`config.mk`:
```
export PLATFORM = sky130hd
export DESIGN_NAME = nes_frame_capture_ctrl
export DESIGN_NICKNAME = d
export VERILOG_FILES = /design/src/rtl/nes_frame_capture_ctrl.sv
export SDC_FILE = /design/constraint.sdc
export NUM_CORES = 1
export LEC_CHECK = 0
export BUFFER_PORTS_ARGS = -buffer_cell sky130_fd_sc_hd__buf_4
export CORE_MARGIN = 4
export CORE_UTILIZATION = 55
export CTS_BUF_LIST = sky130_fd_sc_hd__clkbuf_8
export CTS_CLUSTER_SIZE = 8
export DETAILED_ROUTE_END_ITERATION = 7
export PLACE_DENSITY = 0.77
export SYNTH_ARGS = -nofsm -noshare
export SYNTH_HDL_FRONTEND = slang
export SYNTH_SLANG_ARGS = --single-unit
```
`constraint.sdc`:
```
create_clock -name clk -period 2.3 [get_ports clk]
set_input_delay 0.23 -clock clk [delete_from_list [all_inputs] [get_ports clk]]
set_output_delay 0.23 -clock clk [all_outputs]
set_load 0.03 [all_outputs]
```
`src/rtl/nes_frame_capture_ctrl.sv`:
```
// Frame capture sequencer: arms on request, aligns to the pre-render line, then streams
// the visible PPU dots as AXI-Stream beats through a small elastic FIFO.
module nes_frame_capture_ctrl #(
    parameter int FIFO_DEPTH = 16,
    parameter int VIS_W      = 256,
    parameter int VIS_H      = 240,
    parameter int PRE_LINE   = 261
) (
    input  logic       clk,
    input  logic       rst_n,
    input  logic       pix_en,
    input  logic [5:0] color,
    input  logic [8:0] scanline,
    input  logic [8:0] cycle,
    input  logic       cap_req,
    input  logic [7:0] cap_frames,
    input  logic       cap_abort,
    output logic       cap_busy,
    output logic       cap_done,
    output logic       ovf,
    output logic [7:0] m_tdata,
    output logic       m_tvalid,
    input  logic       m_tready,
    output logic       m_tlast,
    output logic       m_tuser
);
    localparam int AW = $clog2(FIFO_DEPTH);
    localparam logic [8:0] VIS_W9    = 9'(VIS_W);
    localparam logic [8:0] VIS_H9    = 9'(VIS_H);
    localparam logic [8:0] LAST_LINE = 9'(VIS_H - 1);
    localparam logic [8:0] PRE_LINE9 = 9'(PRE_LINE);
    localparam logic [AW:0] PTR_ONE  = (AW + 1)'(1);

    typedef enum logic [1:0] {IDLE, ARM, CAPTURE, DRAIN} state_t;

    typedef struct packed {
        logic       user;
        logic       last;
        logic [5:0] color;
    } pix_t;

    state_t      state;
    logic [7:0]  frames_left;

    // one-deep stage between the PPU sample and the FIFO write
    logic        p_vld;
    pix_t        p_pix;

    pix_t        mem [FIFO_DEPTH];
    logic [AW:0] wptr, rptr, wptr_nxt, rptr_nxt;
    logic        full, fifo_empty, do_push, do_pop, drop;
    logic        visible, frame_end, abort_act;
    pix_t        head;

    assign visible   = pix_en && (scanline < VIS_H9) && (cycle != 9'd0) && (cycle <= VIS_W9);
    assign frame_end = visible && (scanline == LAST_LINE) && (cycle == VIS_W9);
    assign abort_act = cap_abort && (state != IDLE);

    always_comb begin
        do_pop     = m_tvalid && m_tready;
        full       = (wptr[AW] != rptr[AW]) && (wptr[AW-1:0] == rptr[AW-1:0]);
        fifo_empty = (wptr == rptr);
        // a pop in the same clk frees the slot, so a full FIFO still accepts
        do_push    = p_vld && (!full || do_pop);
        drop       = p_vld && full && !do_pop;
        wptr_nxt   = do_push ? wptr + PTR_ONE : wptr;
        rptr_nxt   = do_pop  ? rptr + PTR_ONE : rptr;
    end

    always_ff @(posedge clk or negedge rst_n) begin
        if (!rst_n) begin
            state       <= IDLE;
            frames_left <= 8'd0;
            cap_busy    <= 1'b0;
            cap_done    <= 1'b0;
            ovf         <= 1'b0;
        end else begin
            cap_done <= 1'b0;
            if (drop && !abort_act)
                ovf <= 1'b1;
            if (abort_act) begin
                state    <= IDLE;
                cap_busy <= 1'b0;
            end else begin
                case (state)
                    IDLE: if (cap_req) begin
                        state       <= ARM;
                        cap_busy    <= 1'b1;
                        frames_left <= (cap_frames == 8'd0) ? 8'd1 : cap_frames;
                        ovf         <= 1'b0;
                    end
                    ARM: if (pix_en && scanline == PRE_LINE9)
                        state <= CAPTURE;
                    CAPTURE: if (frame_end) begin
                        frames_left <= frames_left - 8'd1;
                        if (frames_left == 8'd1)
                            state <= DRAIN;
                    end
                    DRAIN: if (!p_vld && fifo_empty) begin
                        state    <= IDLE;
                        cap_busy <= 1'b0;
                        cap_done <= 1'b1;
                    end
                    default: state <= IDLE;
                endcase
            end
        end
    end

    always_ff @(posedge clk or negedge rst_n) begin
        if (!rst_n) begin
            p_vld    <= 1'b0;
            p_pix    <= '0;
            wptr     <= '0;
            rptr     <= '0;
            m_tvalid <= 1'b0;
        end else if (abort_act) begin
            p_vld    <= 1'b0;
            wptr     <= '0;
            rptr     <= '0;
            m_tvalid <= 1'b0;
        end else begin
            p_vld <= (state == CAPTURE) && visible;
            if (visible) begin
                p_pix.user  <= (scanline == 9'd0) && (cycle == 9'd1);
                p_pix.last  <= (cycle == VIS_W9);
                p_pix.color <= color;
            end
            wptr     <= wptr_nxt;
            rptr     <= rptr_nxt;
            m_tvalid <= (wptr_nxt != rptr_nxt);
        end
    end

    always_ff @(posedge clk) begin
        if (do_push)
            mem[wptr[AW-1:0]] <= p_pix;
    end

    // head only moves on a pop, so the beat holds steady while stalled
    assign head    = mem[rptr[AW-1:0]];
    assign m_tdata = m_tvalid ? {2'b00, head.color} : 8'h00;
    assign m_tlast = m_tvalid && head.last;
    assign m_tuser = m_tvalid && head.user;

endmodule

```
==> key figures <==
Drt
  • # DRC: 0
  • Iter 0 DRT Violations: 372
  • Wire length per cell: 19.68 um
  • Via Count: ~4100
  • Via/cell ratio: 5.739
  • Number of antenna-violating nets in the routed design: 0
  • Detailed Route WL: 14050 um
  • Detailed Routing Iterations Pass 1: 5

Clock tree
  • Total clock sinks: 161
  • TritonCTS buffer count: 17
  • Clock Tree Buf Depth: 2
  • CTS tree: built
  • Clk slew on worst S/H paths: 0.08 ns
  • Clock H-tree levels: 4
  • CTS root buf: clkbuf_8
  • Clock Latency Late Sink: 0.45 ns

Layout
  • Proportion of layout cells with a drive suffix above 1: 35.90%
  • Area of the multi-input gates: between 0.002 and 0.0025 sq mm
  • FILL cells: 798
  • Register Area: 0.004671 sq mm
  • Antenna fix cells: 0
  • Commonest non-fill, non-tap cell in the layout: edfxtp_1
  • Area grow syn2layout: 21.65%
  • Nets: 584
  • Commonest non-fill, non-tap cells in the layout: edfxtp_1, buf_4, mux4_2

Placement
  • Dpl hpwl: approximately 10000 um
  • Number of I/O port buffers: 49
  • GPL Wtd Cong: 0.8578
  • Pre-CTS setup slack: just under 0.09 ns

Floorplanning
  • Num ports: between 50 and 60
  • Placeable Area: around 0.012 sq mm
  • Die Y: 121.0 um
  • FP Rows: 40
  • Die ar.: roughly 0.015 sq mm
  • DIE WIDTH: 121.0 um
  • Initial Util: about 57%

Synthesis
  • Synth cell types: 51
  • Seq/Total Area, Yosys: about 67%
  • Most used DFF post-synth: edfxtp_1
  • Post-synth EDFFs: 128
  • Mapped Area: 0.007017 sq mm
  • Syn avg cell area: 16.39 sq um
  • FFs w/ async S/R, synth: 20.50%
  • Synth warn: 0
  • Syn Inst Count: 428
  • Synth Register Bits: 161

Timing
  • WHS: 0.03172 ns
  • Clock Skew: 0.01423 ns
  • RSZ-0062 raised after global routing: true
  • Post-layout minimum cycle time: 2.668 ns
  • Slew margin rel.: approximately 62%
  • Fmax: 374.8 MHz
  • Worst-Margin Slew: 0.5644 ns
  • Count of final setup violators: 8
  • Crit share post-route: 116.0%
  • Slew Limit Fails: 0
  • Final worst slack: -0.3682 ns
  • Final Hold Fails: 0

Status
  • Failing checks: setup timing
  • Status: complete, but fails checks

Pwr
  • Design Power: 0.007874 W
  • Power density over the cells: 922.5 mW/mm^2
  • Max rail drop VDD: between 0.7 and 0.8 mV
  • Pleak: 3.113 nW

GRT
  • Remaining Overflow, GRT: 0
  • Antenna violations before repair: 0
  • Largest net degree at the start of global routing: 37
  • Total GRT Usage: between 20 and 25%
  • Vias in the first global route: 4234
  • First-pass GRT wire length: 22540 um

Run
  • Max-cap violations: 0

Setup path
  • Flop-to-flop setup slack: ~0.1 ns
  • Critical Path, Cell by Cell: buf_12, buf_12, mux4_2, mux4_2, and2_4, buf_6
  • Crit path max-delay cell type: mux4_2
  • Critical path type: register to output port
  • Critical Path AT: 2.44 ns
  • Crit path launch type: register
  • Slowest stage delay, CP: 0.55 ns
  • Worst Path Required: roughly 2.1 ns
  • R2r worst-path depth: 9
  • RR Endpoint: mem[0][5]$_DFFE_PP_
  • Crit Path Max Fanout: 8
  • Crit end category: output port
  • Worst reg2reg path startpoint: rptr[0]$_DFF_PN0_

Worst hold path
  • Worst min path class: input port to register
  • WHS Endpoint: frames_left[2]$_DFFE_PN0P_
  • HP Start: cap_frames[2]
  • Hold depth: 3
==> worst max path at each step <==
stage / start / endpoint / depth (start not counted)
2_1_floorplan: rptr[0]$_DFF_PN0_ / m_tdata[0] / 5
3_3_place_gp: rptr[0]$_DFF_PN0_ / m_tuser / 5
3_5_place_dp: rptr[0]$_DFF_PN0_ / m_tdata[5] / 5
4_1_cts: rptr[0]$_DFF_PN0_ / m_tdata[5] / 6
5_1_grt: rptr[0]$_DFF_PN0_ / m_tdata[5] / 6
6_report: rptr[0]$_DFF_PN0_ / m_tdata[5] / 6
==> routing by layer <==
metal | track usage (%) | part of all wire [%] | up-vias
li1 | - | - | 1881
met1 | 28.00 | 42 | 2057
met2 | 33.87 | 51 | 136
met3 | 3.869 | 5.8 | 24
met4 | 7.295 | 1.7 | 0
met5 | 0 | 0 | -
==> sequential cells by signal, indices dropped and copies added, names as in the netlist <==
register     cells
rptr             5
p_vld            1
state            2
mem            128
cap_busy         1
wptr             5
frames_left      8
p_pix            8
ovf              1
m_tvalid         1
cap_done         1
==> cell families after synthesis <==
logic type	synth area share [%]
adder cells (fa/ha/maj)	1.961
other	0.05344
AO/OA/AOI/OAI	3.602
buffers and inverters	1.569
flip-flops	66.55
XOR/XNOR	2.710
multiplexers	14.82
AND/OR/NAND/NOR	8.737
==> per-stage QoR <==
| step | instance area (sq um) | TNS [ns] | util [%] | std cells |
|---|---|---|---|---|
| floorplan | 7042 | -0.002824 | - | 429 |
| global placement | 7900 | 0 | 64.43 | 673 |
| detailed placement | 7900 | 0 | 64.43 | 673 |
| CTS | 8489 | -3.122 | 69.23 | 714 |
| global route | 8536 | -3.312 | 69.61 | 714 |
| finish | 8536 | -2.766 | 69.61 | 714 |
==> worst max-delay path: cells and delay by family (launching register included) <==
family	cells	cell delay, ns
buf+inv	3	0.41
flops	1	0.40
mux	2	1.02
simple gates	1	0.15
==> report_power, final <==
| part | switching [W] | internal (W) | total [W] |
|---|---|---|---|
| registers | 0.000350 | 0.00352 | 0.00387 |
| logic | 0.000994 | 0.00102 | 0.00201 |
| clock network | 0.000954 | 0.00104 | 0.00200 |
==> Yosys cell counts, drive strengths merged (2+ instances only) <==
| cell type | number | share of area [%] |
|---|---|---|
| edfxtp | 128 | 55 |
| mux4 | 40 | 13 |
| dfrtp | 33 | 12 |
| nand2 | 29 | 1.6 |
| nor2 | 29 | 1.6 |
| xor2 | 12 | 1.5 |
| and2 | 11 | 0.98 |
| ha | 11 | 2.0 |
| nor3 | 11 | 0.95 |
| a21oi | 9 | 0.70 |
| clkbuf | 9 | 0.48 |
| inv | 9 | 0.48 |
| buf | 8 | 0.61 |
| o21ai | 8 | 0.57 |
| mux2 | 7 | 1.1 |
| nand3 | 7 | 0.50 |
| xnor2 | 7 | 0.87 |
| mux2i | 6 | 0.86 |
| nand4 | 5 | 0.53 |
| nor4 | 5 | 0.45 |
| a32oi | 4 | 0.50 |
| nand2b | 4 | 0.36 |
| or4 | 4 | 0.48 |
| o211ai | 3 | 0.32 |
| a211oi | 2 | 0.21 |
| a31oi | 2 | 0.18 |
| and3 | 2 | 0.18 |
| and4 | 2 | 0.25 |
| nand3b | 2 | 0.21 |
| nor3b | 2 | 0.21 |
| o31a | 2 | 0.25 |
| o31ai | 2 | 0.21 |
==> area by class of cell <==
| cell class | count | area share (%) |
|---|---|---|
| Clock buffer | 17 | 2.741 |
| Clock inverter | 13 | 1.730 |
| Inverter | 9 | 0.3958 |
| Multi-Input combinational cell | 242 | 27.37 |
| Sequential cell | 161 | 54.72 |
| Tap cell | 168 | 2.463 |
| Timing Repair Buffer | 104 | 10.58 |
==> what timing repair did <==
item,4_1_cts,5_1_grt
gates resized for setup,22,9
pin swaps,9,0
hold buffers,9,0
setup endpoints to repair,8,106
gates cloned,1,0
setup buffers,1,0
endpoints found under the hold margin,41,0
(Power assumes the default switching activity.)
